### src/rtl/eight_demux_if.sv
// Handshake bundle for the 1-to-8 registered demultiplexer: one tagged input
// stream and eight independent buffered output streams.
interface eight_demux_if #(
  parameter int unsigned width = 12
);
  logic             flush;
  logic             in_valid;
  logic             in_ready;
  logic [width-1:0] in_data;
  logic [2:0]       in_select;
  logic [7:0]       out_valid;
  logic [7:0]       out_ready;
  logic [width-1:0] d0;
  logic [width-1:0] d1;
  logic [width-1:0] d2;
  logic [width-1:0] d3;
  logic [width-1:0] d4;
  logic [width-1:0] d5;
  logic [width-1:0] d6;
  logic [width-1:0] d7;

  // Producer/consumer side.
  modport master (
    output flush, in_valid, in_data, in_select, out_ready,
    input  in_ready, out_valid, d0, d1, d2, d3, d4, d5, d6, d7
  );

  // Demultiplexer side.
  modport slave (
    input  flush, in_valid, in_data, in_select, out_ready,
    output in_ready, out_valid, d0, d1, d2, d3, d4, d5, d6, d7
  );
endinterface

### src/rtl/eight_demux.sv
// Registered 1-to-8 demultiplexer: routes a select-tagged input stream into
// eight one-entry output buffers, each with its own valid/ready handshake.
module eight_demux #(
  parameter int unsigned width = 12
) (
  input  logic         clk,
  input  logic         rst,
  eight_demux_if.slave bus
);

  logic [7:0]       v_q, v_d;
  logic [width-1:0] d_q [8];
  logic [width-1:0] d_d [8];
  logic             in_fire;

  // Only the selected channel gates the input; a draining buffer can reload.
  assign bus.in_ready = !bus.flush &&
                        (!v_q[bus.in_select] || bus.out_ready[bus.in_select]);
  assign in_fire      = bus.in_valid && bus.in_ready;

  always_comb begin
    v_d = v_q;
    d_d = d_q;
    if (bus.flush) begin
      v_d = 8'h00;
    end else begin
      v_d = v_q & ~bus.out_ready;
      if (in_fire) begin
        v_d[bus.in_select] = 1'b1;
        d_d[bus.in_select] = bus.in_data;
      end
    end
  end

  always_ff @(posedge clk or posedge rst) begin
    if (rst) begin
      v_q <= 8'h00;
      for (int k = 0; k < 8; k++) begin
        d_q[k] <= '0;
      end
    end else begin
      v_q <= v_d;
      d_q <= d_d;
    end
  end

  assign bus.out_valid = v_q;
  assign bus.d0        = d_q[0];
  assign bus.d1        = d_q[1];
  assign bus.d2        = d_q[2];
  assign bus.d3        = d_q[3];
  assign bus.d4        = d_q[4];
  assign bus.d5        = d_q[5];
  assign bus.d6        = d_q[6];
  assign bus.d7        = d_q[7];

endmodule

### src/flat_wrapper.sv
// flat-port wrapper written by rule: the top's interface ports become plain ports
module eight_demux_flat 
#(
  parameter int unsigned width = 12
)
  (clk, rst, bus_flush, bus_in_valid, bus_in_data, bus_in_select, bus_out_ready, bus_in_ready, bus_out_valid, bus_d0, bus_d1, bus_d2, bus_d3, bus_d4, bus_d5, bus_d6, bus_d7);
  eight_demux_if #(.width(width)) bus_i ();
  input  logic clk;
  input  logic rst;
  input wire logic [$bits(bus_i.flush)-1:0] bus_flush;
  input wire logic [$bits(bus_i.in_valid)-1:0] bus_in_valid;
  input wire logic [$bits(bus_i.in_data)-1:0] bus_in_data;
  input wire logic [$bits(bus_i.in_select)-1:0] bus_in_select;
  input wire logic [$bits(bus_i.out_ready)-1:0] bus_out_ready;
  output wire logic [$bits(bus_i.in_ready)-1:0] bus_in_ready;
  output wire logic [$bits(bus_i.out_valid)-1:0] bus_out_valid;
  output wire logic [$bits(bus_i.d0)-1:0] bus_d0;
  output wire logic [$bits(bus_i.d1)-1:0] bus_d1;
  output wire logic [$bits(bus_i.d2)-1:0] bus_d2;
  output wire logic [$bits(bus_i.d3)-1:0] bus_d3;
  output wire logic [$bits(bus_i.d4)-1:0] bus_d4;
  output wire logic [$bits(bus_i.d5)-1:0] bus_d5;
  output wire logic [$bits(bus_i.d6)-1:0] bus_d6;
  output wire logic [$bits(bus_i.d7)-1:0] bus_d7;
  assign bus_i.flush = bus_flush;
  assign bus_i.in_valid = bus_in_valid;
  assign bus_i.in_data = bus_in_data;
  assign bus_i.in_select = bus_in_select;
  assign bus_i.out_ready = bus_out_ready;
  assign bus_in_ready = bus_i.in_ready;
  assign bus_out_valid = bus_i.out_valid;
  assign bus_d0 = bus_i.d0;
  assign bus_d1 = bus_i.d1;
  assign bus_d2 = bus_i.d2;
  assign bus_d3 = bus_i.d3;
  assign bus_d4 = bus_i.d4;
  assign bus_d5 = bus_i.d5;
  assign bus_d6 = bus_i.d6;
  assign bus_d7 = bus_i.d7;
  eight_demux #(.width(width)) u_core (.clk(clk), .rst(rst), .bus(bus_i));
endmodule
### config.mk
export PLATFORM = sky130hd
export DESIGN_NAME = eight_demux_flat
export DESIGN_NICKNAME = d
export VERILOG_FILES = /design/src/rtl/eight_demux_if.sv /design/src/rtl/eight_demux.sv /design/src/flat_wrapper.sv
export SDC_FILE = /design/constraint.sdc
export NUM_CORES = 1
export LEC_CHECK = 0
export BUFFER_PORTS_ARGS = -buffer_cell sky130_fd_sc_hd__buf_2
export CAP_MARGIN = 0
export CORE_MARGIN = 3
export CORE_UTILIZATION = 55
export DETAILED_ROUTE_END_ITERATION = 6
export PLACE_DENSITY = 0.86
export REMOVE_ABC_BUFFERS = 1
export SETUP_SLACK_MARGIN = 0.2
export SYNTH_ARGS = -nofsm -noshare
export SYNTH_HDL_FRONTEND = slang
export SYNTH_SLANG_ARGS = --single-unit
export TNS_END_PERCENT = 50
### constraint.sdc
create_clock -name clk -period 5.64 [get_ports clk]
set_clock_uncertainty 0.2 [all_clocks]
set_input_delay 0.564 -clock clk [delete_from_list [all_inputs] [get_ports clk]]
set_output_delay 0.564 -clock clk [all_outputs]
set_load 0.05 [all_outputs]
==> flow_metrics.tcl, run 1 <==
set metrics [dict create \
    worst_ir_drop_vdd_mv 0.265 \
    syn2layout_area_growth_pct 20.9 \
    clock.fmax_ghz 0.319 \
    port_buffers 131 \
    io_pins 132 \
    globalRouteTotalUtil_pct 22.0 \
    cts.path.max_buffers 2 \
    met3_length_um 671 \
    setup-violations-final 0 \
    netlist.top_cell.by_area "sky130_fd_sc_hd__dfrtp_1" \
    floorplan.die_area_um2 8770 \
    htree_num_levels 3 \
    max_cap_viol_count 0 \
    dr.pass1.iters 4 \
    grt_setup_unrepaired "false" \
    start_kind "input pin" \
    drv_slew 0 \
    post-cts-setup-buffer-count 0 \
    synth_cell_type_count 32 \
    gp_congestion 0.838 \
    tightestPinTransition_ns 1.01 \
    post-route-period-util_pct 55.5 \
    hold_violations 0 \
    worst_slew_margin_rel_pct 32.2 \
    dieHeight_um 93.6 \
    cts_hold_buf 0 \
    utilization_pct 69.3 \
    synth_top_area_share_pct 61.6 \
    crit_path_top_delay_cell "sky130_fd_sc_hd__o32ai_4" \
    syn_avg_cell_area_um2 15.6 \
    cp-startpoint "bus_in_select[2]" \
    ys_ff_latch 104 \
    final_period_minus_worst_setup_slack_ns 3.13 \
    postSynth.topFlopCell "sky130_fd_sc_hd__dfrtp_1" \
    crit_chain "buf_2 > nor2b_1 > a31o_1 > o32ai_4 > nor2_1 > nor2_1 > buf_2" \
    ctsResizeCount 0 \
    worstSetupPathType "input pin to output port" \
    grt_pass1_vias 2812 \
    met2RoutedLength_mm 4.42 \
    syn_area_um2 4220 \
    detail_route.drc_violations 0 \
    routed_wl_mm 9.25 \
    totalNegativeSetupSlack_ns 0 \
    die-width_um 93.6 \
    fp-row-count 31 \
    grt_overflow_total 0 \
    pwr_density_cell_nw_per_um2 484 \
    synthTopCellsByCount "104 x sky130_fd_sc_hd__dfrtp_1, 87 x sky130_fd_sc_hd__mux2_2, 9 x sky130_fd_sc_hd__mux2_1, 8 x sky130_fd_sc_hd__nand2_1, 8 x sky130_fd_sc_hd__nor2_1" \
    grt_start_max_net_pins 64 \
    leakage_uw 0.00254 \
    num_antenna_cells 0 \
    run_status "complete, no violations" \
    clock_insertion_delay_worst_skew_ns 0.35 \
    synthesized_instance_count 270 \
    tritoncts_clock_tree "yes" \
    dp_slack_ns 2.33 \
    synth.top_cells.by_area "sky130_fd_sc_hd__dfrtp_1 62%, sky130_fd_sc_hd__mux2_2 23%, sky130_fd_sc_hd__mux2_1 2.4%" \
    yosysSeqAreaShare_pct 61.6 \
    synth-warning-count 0 \
    fin_ws_ns 2.51 \
    synth_async_sr_flop_share_pct 100 \
    holdCritPathClass "input pin to async pin" \
    post_route_cells_drive_above_1_share_pct 60.7 \
    antenna_found_initial 0 \
    cp.arrival_ns 2.37 \
    met1_length_mm 4.10 \
    route.vias.total 2688 \
    routedWlPerCell_um 18.3 \
    crit_buf_inv 2 \
    top_layer "met4" \
    yosysMostFrequentCell "sky130_fd_sc_hd__dfrtp_1" \
    detailedRoute.firstIterationViolations 72 \
    drt.antenna.violating_nets 0 \
    cp-end-kind "output port" \
    critical_path.reg2reg.startpoint "u_core.bus.out_valid[0]$_DFF_PP0_" \
    first_pass_grt_wire_length_mm 14.7 \
    worst_setup_hold_path_clk_slew_ns 0.09 \
    top_family_by_delay_on_critical_path "compound AO/OA/AOI/OAI gates" \
    clock-sinks 104 \
    core_area_um2 7370 \
    cp_max_fo 13 \
    finalNetCount 427 \
    critPathRequiredTime_ns 4.88 \
    cts_buffers 9 \
    synth-edff-count 0 \
    initial_core_util_pct 57.3 \
    post-dp-hpwl_mm 6.40 \
    crit_path_max_incr_delay_ns 0.50 \
    post_drt_via_cell_ratio 5.33 \
    clk_root_buffer_cell "sky130_fd_sc_hd__clkbuf_8" \
]
==> metrics by stage <==
stage / instance area (um2) / power [uW] / hold WS, ns / cells
after CTS: 5110 / 2490 / 0.0402 / 504
after detailed placement: 4900 / 2020 / 0.280 / 488
after floorplan: 4110 / 1770 / 0.453 / 257
after global placement: 4900 / 2000 / 0.271 / 488
final: 5110 / 2470 / 0.0367 / 504
after global routing: 5110 / 2580 / 0.0587 / 504
==> final cells by class <==
class	count	area, um2
Clock inverter	4	51.3
Fill cell	559	2260
Tap cell	99	124
Clock buffer	12	155
Multi-Input combinational cell	151	1500
Timing Repair Buffer	132	663
Inverter	2	10.0
Sequential cell	104	2600
==> worst register-to-register path, stage by stage (launching register included) <==
cell	delay, ns
sky130_fd_sc_hd__dfrtp_1	0.38
sky130_fd_sc_hd__or3b_2	0.45
sky130_fd_sc_hd__a21oi_1	0.23
sky130_fd_sc_hd__o32ai_4	0.20
sky130_fd_sc_hd__o211ai_2	0.86
sky130_fd_sc_hd__mux2_2	0.42
==> flip-flops by register name, indices dropped and copies added (netlist names) <==
| signal | flops |
|---|---|
| u_core.bus.d3 | 12 |
| u_core.bus.d4 | 12 |
| u_core.bus.d0 | 12 |
| u_core.bus.d5 | 12 |
| u_core.bus.d7 | 12 |
| u_core.bus.out_valid | 8 |
| u_core.bus.d1 | 12 |
| u_core.bus.d2 | 12 |
| u_core.bus.d6 | 12 |
==> metal layers <==
layer | vias to the layer above | track usage, %
li1 | 1228 | -
met1 | 1356 | 29.4
met2 | 100 | 35.8
met3 | 4 | 6.36
met4 | 0 | 5.54
met5 | - | 0
==> power breakdown <==
part / internal (uW) / switching [uW]
Clock: 231 / 241
Combinational: 244 / 761
Sequential: 911 / 85.2
Total: 1390 / 1090
==> kinds of logic (layout without fill, tap and decap cells) <==
logic type | count (synthesis) | in the layout | share of synthesized area (%)
muxes | 100 | 100 | 26.5
buffers and inverters | 15 | 150 | 2.81
DFF | 104 | 104 | 61.6
and+or+nand+nor | 33 | 33 | 4.24
AOI/OAI and AO/OA | 18 | 18 | 4.77
==> cells in the final DEF, fill, tap and decap left out, types with 2 or more instances in the layout <==
cell                        count
sky130_fd_sc_hd__o2111ai_4      2
sky130_fd_sc_hd__nand3_1        3
sky130_fd_sc_hd__buf_2        131
sky130_fd_sc_hd__mux2i_1        4
sky130_fd_sc_hd__dfrtp_1      104
sky130_fd_sc_hd__nand2_1        8
sky130_fd_sc_hd__mux2_2        87
sky130_fd_sc_hd__o2bb2ai_1      2
sky130_fd_sc_hd__nor2_1         8
sky130_fd_sc_hd__nand2b_1       5
sky130_fd_sc_hd__mux2_1         9
sky130_fd_sc_hd__clkbuf_8      11
sky130_fd_sc_hd__o211ai_2       3
sky130_fd_sc_hd__o21ai_0        4
sky130_fd_sc_hd__nor2b_1        2
==> path summary, 6_finish.rpt <==
kind | endpoint | slack [ns] | cells after the start
max | bus_in_ready | 2.51 | 7
min | u_core.bus.d3[10]$_DFFE_PP0P_ | 0.04 | 2
max reg2reg | u_core.bus.d5[0]$_DFFE_PP0P_ | 2.78 | 5
min reg2reg | u_core.bus.d3[3]$_DFFE_PP0P_ | 0.30 | 1
max in group asynchronous | u_core.bus.d3[6]$_DFFE_PP0P_ | 4.04 | 3
min in group clk | u_core.bus.out_valid[5]$_DFF_PP0_ | 0.27 | 4
Note: power is estimated with default switching activity, not from simulation.
==> inputs of run 2 (changes only) <==
--- a/config.mk
+++ b/config.mk
@@ -5,12 +5,13 @@
 export SDC_FILE = /design/constraint.sdc
 export NUM_CORES = 1
 export LEC_CHECK = 0
+export ABC_AREA = 1
 export BUFFER_PORTS_ARGS = -buffer_cell sky130_fd_sc_hd__buf_2
 export CAP_MARGIN = 0
 export CORE_MARGIN = 3
-export CORE_UTILIZATION = 55
+export CORE_UTILIZATION = 52
 export DETAILED_ROUTE_END_ITERATION = 6
-export PLACE_DENSITY = 0.86
+export PLACE_DENSITY = 0.81
 export REMOVE_ABC_BUFFERS = 1
 export SETUP_SLACK_MARGIN = 0.2
 export SYNTH_ARGS = -nofsm -noshare
==> constraint.sdc (replaced) <==
create_clock -name clk -period 3.1 [get_ports clk]
set_clock_uncertainty 0.2 [all_clocks]
set_input_delay 0.31 -clock clk [delete_from_list [all_inputs] [get_ports clk]]
set_output_delay 0.31 -clock clk [all_outputs]
set_load 0.05 [all_outputs]
==> flow_metrics.tcl, run 2 <==
set metrics [dict create \
    cp_max_fo 4 \
    htree_num_levels 3 \
    timing.reg2reg.worst_path_depth 8 \
    post_route_cells_drive_above_1_share_pct 25.5 \
    power.share.clock_pct 21.6 \
    grt_overflow_total 0 \
    detail_route.drc_violations 0 \
    routedWlPerCell_um 18.3 \
    whs_endpoint "u_core.bus.out_valid[0]$_DFF_PP0_" \
    io_pins 132 \
    crit_buf_inv 1 \
    layout.cells.non_filler 745 \
    postSynth.topFlopCell "sky130_fd_sc_hd__dfrtp_1" \
    ys_ff_latch 104 \
    clock-sinks 104 \
    cp.arrival_ns 1.75 \
    placed_insts 728 \
    core_area_um2 8380 \
    globalRouteTotalUtil_pct 27.8 \
    route.vias.total 4369 \
    netlist.top_cell.by_area "sky130_fd_sc_hd__dfrtp_1" \
    syn2layout_area_growth_pct 19.1 \
    initial_core_util_pct 54.7 \
    top_family_by_delay_on_critical_path "simple AND/OR/NAND/NOR gates" \
    post-dp-hpwl_mm 8.89 \
    worst_ir_drop_vdd_mv 0.499 \
    die-width_um 99.9 \
    met2RoutedLength_mm 6.58 \
    post_drt_via_cell_ratio 5.86 \
    synth_async_sr_flop_share_pct 100 \
    grt_setup_unrepaired "false" \
    worst_setup_hold_path_clk_slew_ns 0.09 \
    clock.fmax_ghz 0.442 \
    synthTopCellsByCount "226 x sky130_fd_sc_hd__nand2_1, 108 x sky130_fd_sc_hd__nand4_1, 104 x sky130_fd_sc_hd__dfrtp_1, 19 x sky130_fd_sc_hd__clkbuf_1, 16 x sky130_fd_sc_hd__buf_2" \
    drt.antenna.violating_nets 0 \
    met1_length_mm 5.46 \
    critPathRequiredTime_ns 2.59 \
    min_from "bus_out_ready[0]" \
    top_layer "met4" \
    max_cap_viol_count 0 \
    setup.reg_to_reg.worst_slack_ns 0.95 \
    cp-end-kind "output port" \
    setup-violations-final 0 \
    crit_path_max_incr_delay_ns 0.42 \
    utilization_pct 65.1 \
    crit_chain "nand4_1 > nand2_1 > nor2_1 > nand2_1 > a21oi_4 > buf_2" \
    share_comb_of_total_power_pct 38.3 \
    synth.top_cells.by_area "sky130_fd_sc_hd__dfrtp_1 57%, sky130_fd_sc_hd__nand2_1 19%, sky130_fd_sc_hd__nand4_1 15%" \
    cellInternalPower_uw 2450 \
    floorplan.die_area_um2 9980 \
    gp_congestion 0.918 \
    synth-warning-count 0 \
    layout.cells.most_common "sky130_fd_sc_hd__nand2_1" \
    seqPwrFrac_pct 40.1 \
    dr.pass1.iters 7 \
    post-route-period-util_pct 73.1 \
    cts.path.max_buffers 2 \
    grt_start_max_net_pins 96 \
    synth-edff-count 0 \
    synth_top_area_share_pct 56.8 \
    tritoncts_clock_tree "yes" \
    pwr_density_cell_nw_per_um2 812 \
    clk_root_buffer_cell "sky130_fd_sc_hd__clkbuf_8" \
    first_pass_grt_wire_length_mm 21.7 \
    finalNetCount 662 \
    dieHeight_um 99.9 \
    hold_path_depth 4 \
    terminus_of_the_critical_flop_to_flop_path "u_core.bus.d2[0]$_DFFE_PP0P_" \
    syn_area_um2 4580 \
    yosysSeqAreaShare_pct 56.8 \
    synth_cell_type_count 17 \
    ctsResizeCount 0 \
    tightestPinTransition_ns 0.956 \
    num_antenna_cells 0 \
    synthesized_instance_count 533 \
    holdCritPathClass "input pin to flip-flop" \
    final_period_minus_worst_setup_slack_ns 2.26 \
    crit_path_top_delay_cell "sky130_fd_sc_hd__dfrtp_1" \
    routed_wl_mm 13.7 \
    layout.cells.most_common_list "226 x sky130_fd_sc_hd__nand2_1, 131 x sky130_fd_sc_hd__buf_2, 108 x sky130_fd_sc_hd__nand4_1, 104 x sky130_fd_sc_hd__dfrtp_1, 13 x sky130_fd_sc_hd__inv_1" \
    start_kind "flip-flop" \
    cts_buffers 9 \
    clock_insertion_delay_worst_skew_ns 0.36 \
    syn_avg_cell_area_um2 8.60 \
    antenna_found_initial 0 \
    yosysMostFrequentCell "sky130_fd_sc_hd__nand2_1" \
    worst_slew_margin_rel_pct 36.3 \
    fp-row-count 33 \
    worstSetupPathType "flip-flop to output port" \
    critical_path.reg2reg.startpoint "u_core.bus.out_valid[2]$_DFF_PP0_" \
    hold_violations 0 \
    switching_power_uw 1980 \
    port_buffers 131 \
    power_switching_share_pct 44.6 \
    detailedRoute.firstIterationViolations 452 \
    filler_cell_count 702 \
    drv_slew 0 \
    leakage_uw 0.00312 \
    grt_pass1_vias 4143 \
    met3_length_mm 1.17 \
    run_status "complete, no violations" \
    timing.critical_path.mode_cell "sky130_fd_sc_hd__nand2_1" \
]
[run 2: changes by cell type after synthesis, sizes merged, moves of 3 or more]
cell    before  now
a21oi        1    9
buf         12   23
clkbuf       1   31
inv          2   15
mux2        96    0
mux2i        4    0
nand2        8  227
nand2b       5    0
nand4        0  108
nor3         0    6
o211ai       3    0
o21ai        4    0
[run 2: timing repair]
item                       in CTS  in global routing
setup buffers                   0                  0
setup endpoints to repair       0                  0
hold endpoints to repair       58                  0
hold buffers                    1                  0
[run 2: final cells by class]
type / instances / area (um2) / area share (%)
Multi-Input combinational cell: 360 / 1660 / 30.4
Inverter: 15 / 58.8 / 1.08
Clock inverter: 4 / 76.3 / 1.40
Tap cell: 105 / 131 / 2.41
Clock buffer: 12 / 155 / 2.84
Timing Repair Buffer: 145 / 776 / 14.2
Sequential cell: 104 / 2600 / 47.7
[run 2: worst reg2reg max path: cells and delay by family, from the launching register on]
family	cells	cell delay, ns
simple gates	8	1.42
flops	1	0.42
[run 2: metal layers]
metal,track usage [%],vias to the layer above
li1,-,1990
met1,39.0,2109
met2,42.9,233
met3,4.52,37
met4,12.4,0
met5,0,-
[run 2: power groups by stage]
| stage | Clock (uW) | Combinational, uW | Sequential [uW] |
|---|---|---|---|
| 2_1_floorplan | 0 | 287 | 2730 |
| 3_3_place_gp | 0 | 1670 | 1790 |
| 3_5_place_dp | 0 | 1700 | 1800 |
| 4_1_cts | 964 | 1700 | 1770 |
| 5_1_grt | 1020 | 1790 | 1800 |
| 6_report | 959 | 1690 | 1780 |
[run 2: how the worst max path moves through the flow]
stage                                      start                      endpoint  cells after the start
6_report       u_core.bus.out_valid[2]$_DFF_PP0_                  bus_in_ready                      6
5_1_grt        u_core.bus.out_valid[2]$_DFF_PP0_                  bus_in_ready                      6
4_1_cts        u_core.bus.out_valid[2]$_DFF_PP0_                  bus_in_ready                      6
3_5_place_dp                    bus_in_select[0]  u_core.bus.d2[3]$_DFFE_PP0P_                     13
3_3_place_gp                    bus_in_select[0]  u_core.bus.d2[3]$_DFFE_PP0P_                     10
2_1_floorplan  u_core.bus.out_valid[6]$_DFF_PP0_  u_core.bus.d0[0]$_DFFE_PP0P_                      7
[run 2: kinds of logic (layout without fill, tap and decap cells)]
| group | count (synthesis) | after routing | share of synthesized area, % |
|---|---|---|---|
| buffers and inverters | 69 | 176 | 7.23 |
| AO/OA/AOI/OAI | 9 | 9 | 1.06 |
| AND/OR/NAND/NOR | 351 | 351 | 34.9 |
| flip-flops | 104 | 104 | 56.8 |
[run 2: through the flow]
stage          hold WS [ns]  worst slack (ns)  area, um2  power [uW]  TNS, ns
2_1_floorplan         0.173            -0.672       4310        3010   -79.90
3_3_place_gp          0.260             0.828       5220        3470        0
3_5_place_dp          0.261             0.730       5220        3490        0
4_1_cts             0.00630             0.843       5460        4440        0
5_1_grt              0.0343             0.797       5460        4610        0
6_report             0.0166             0.835       5460        4430        0
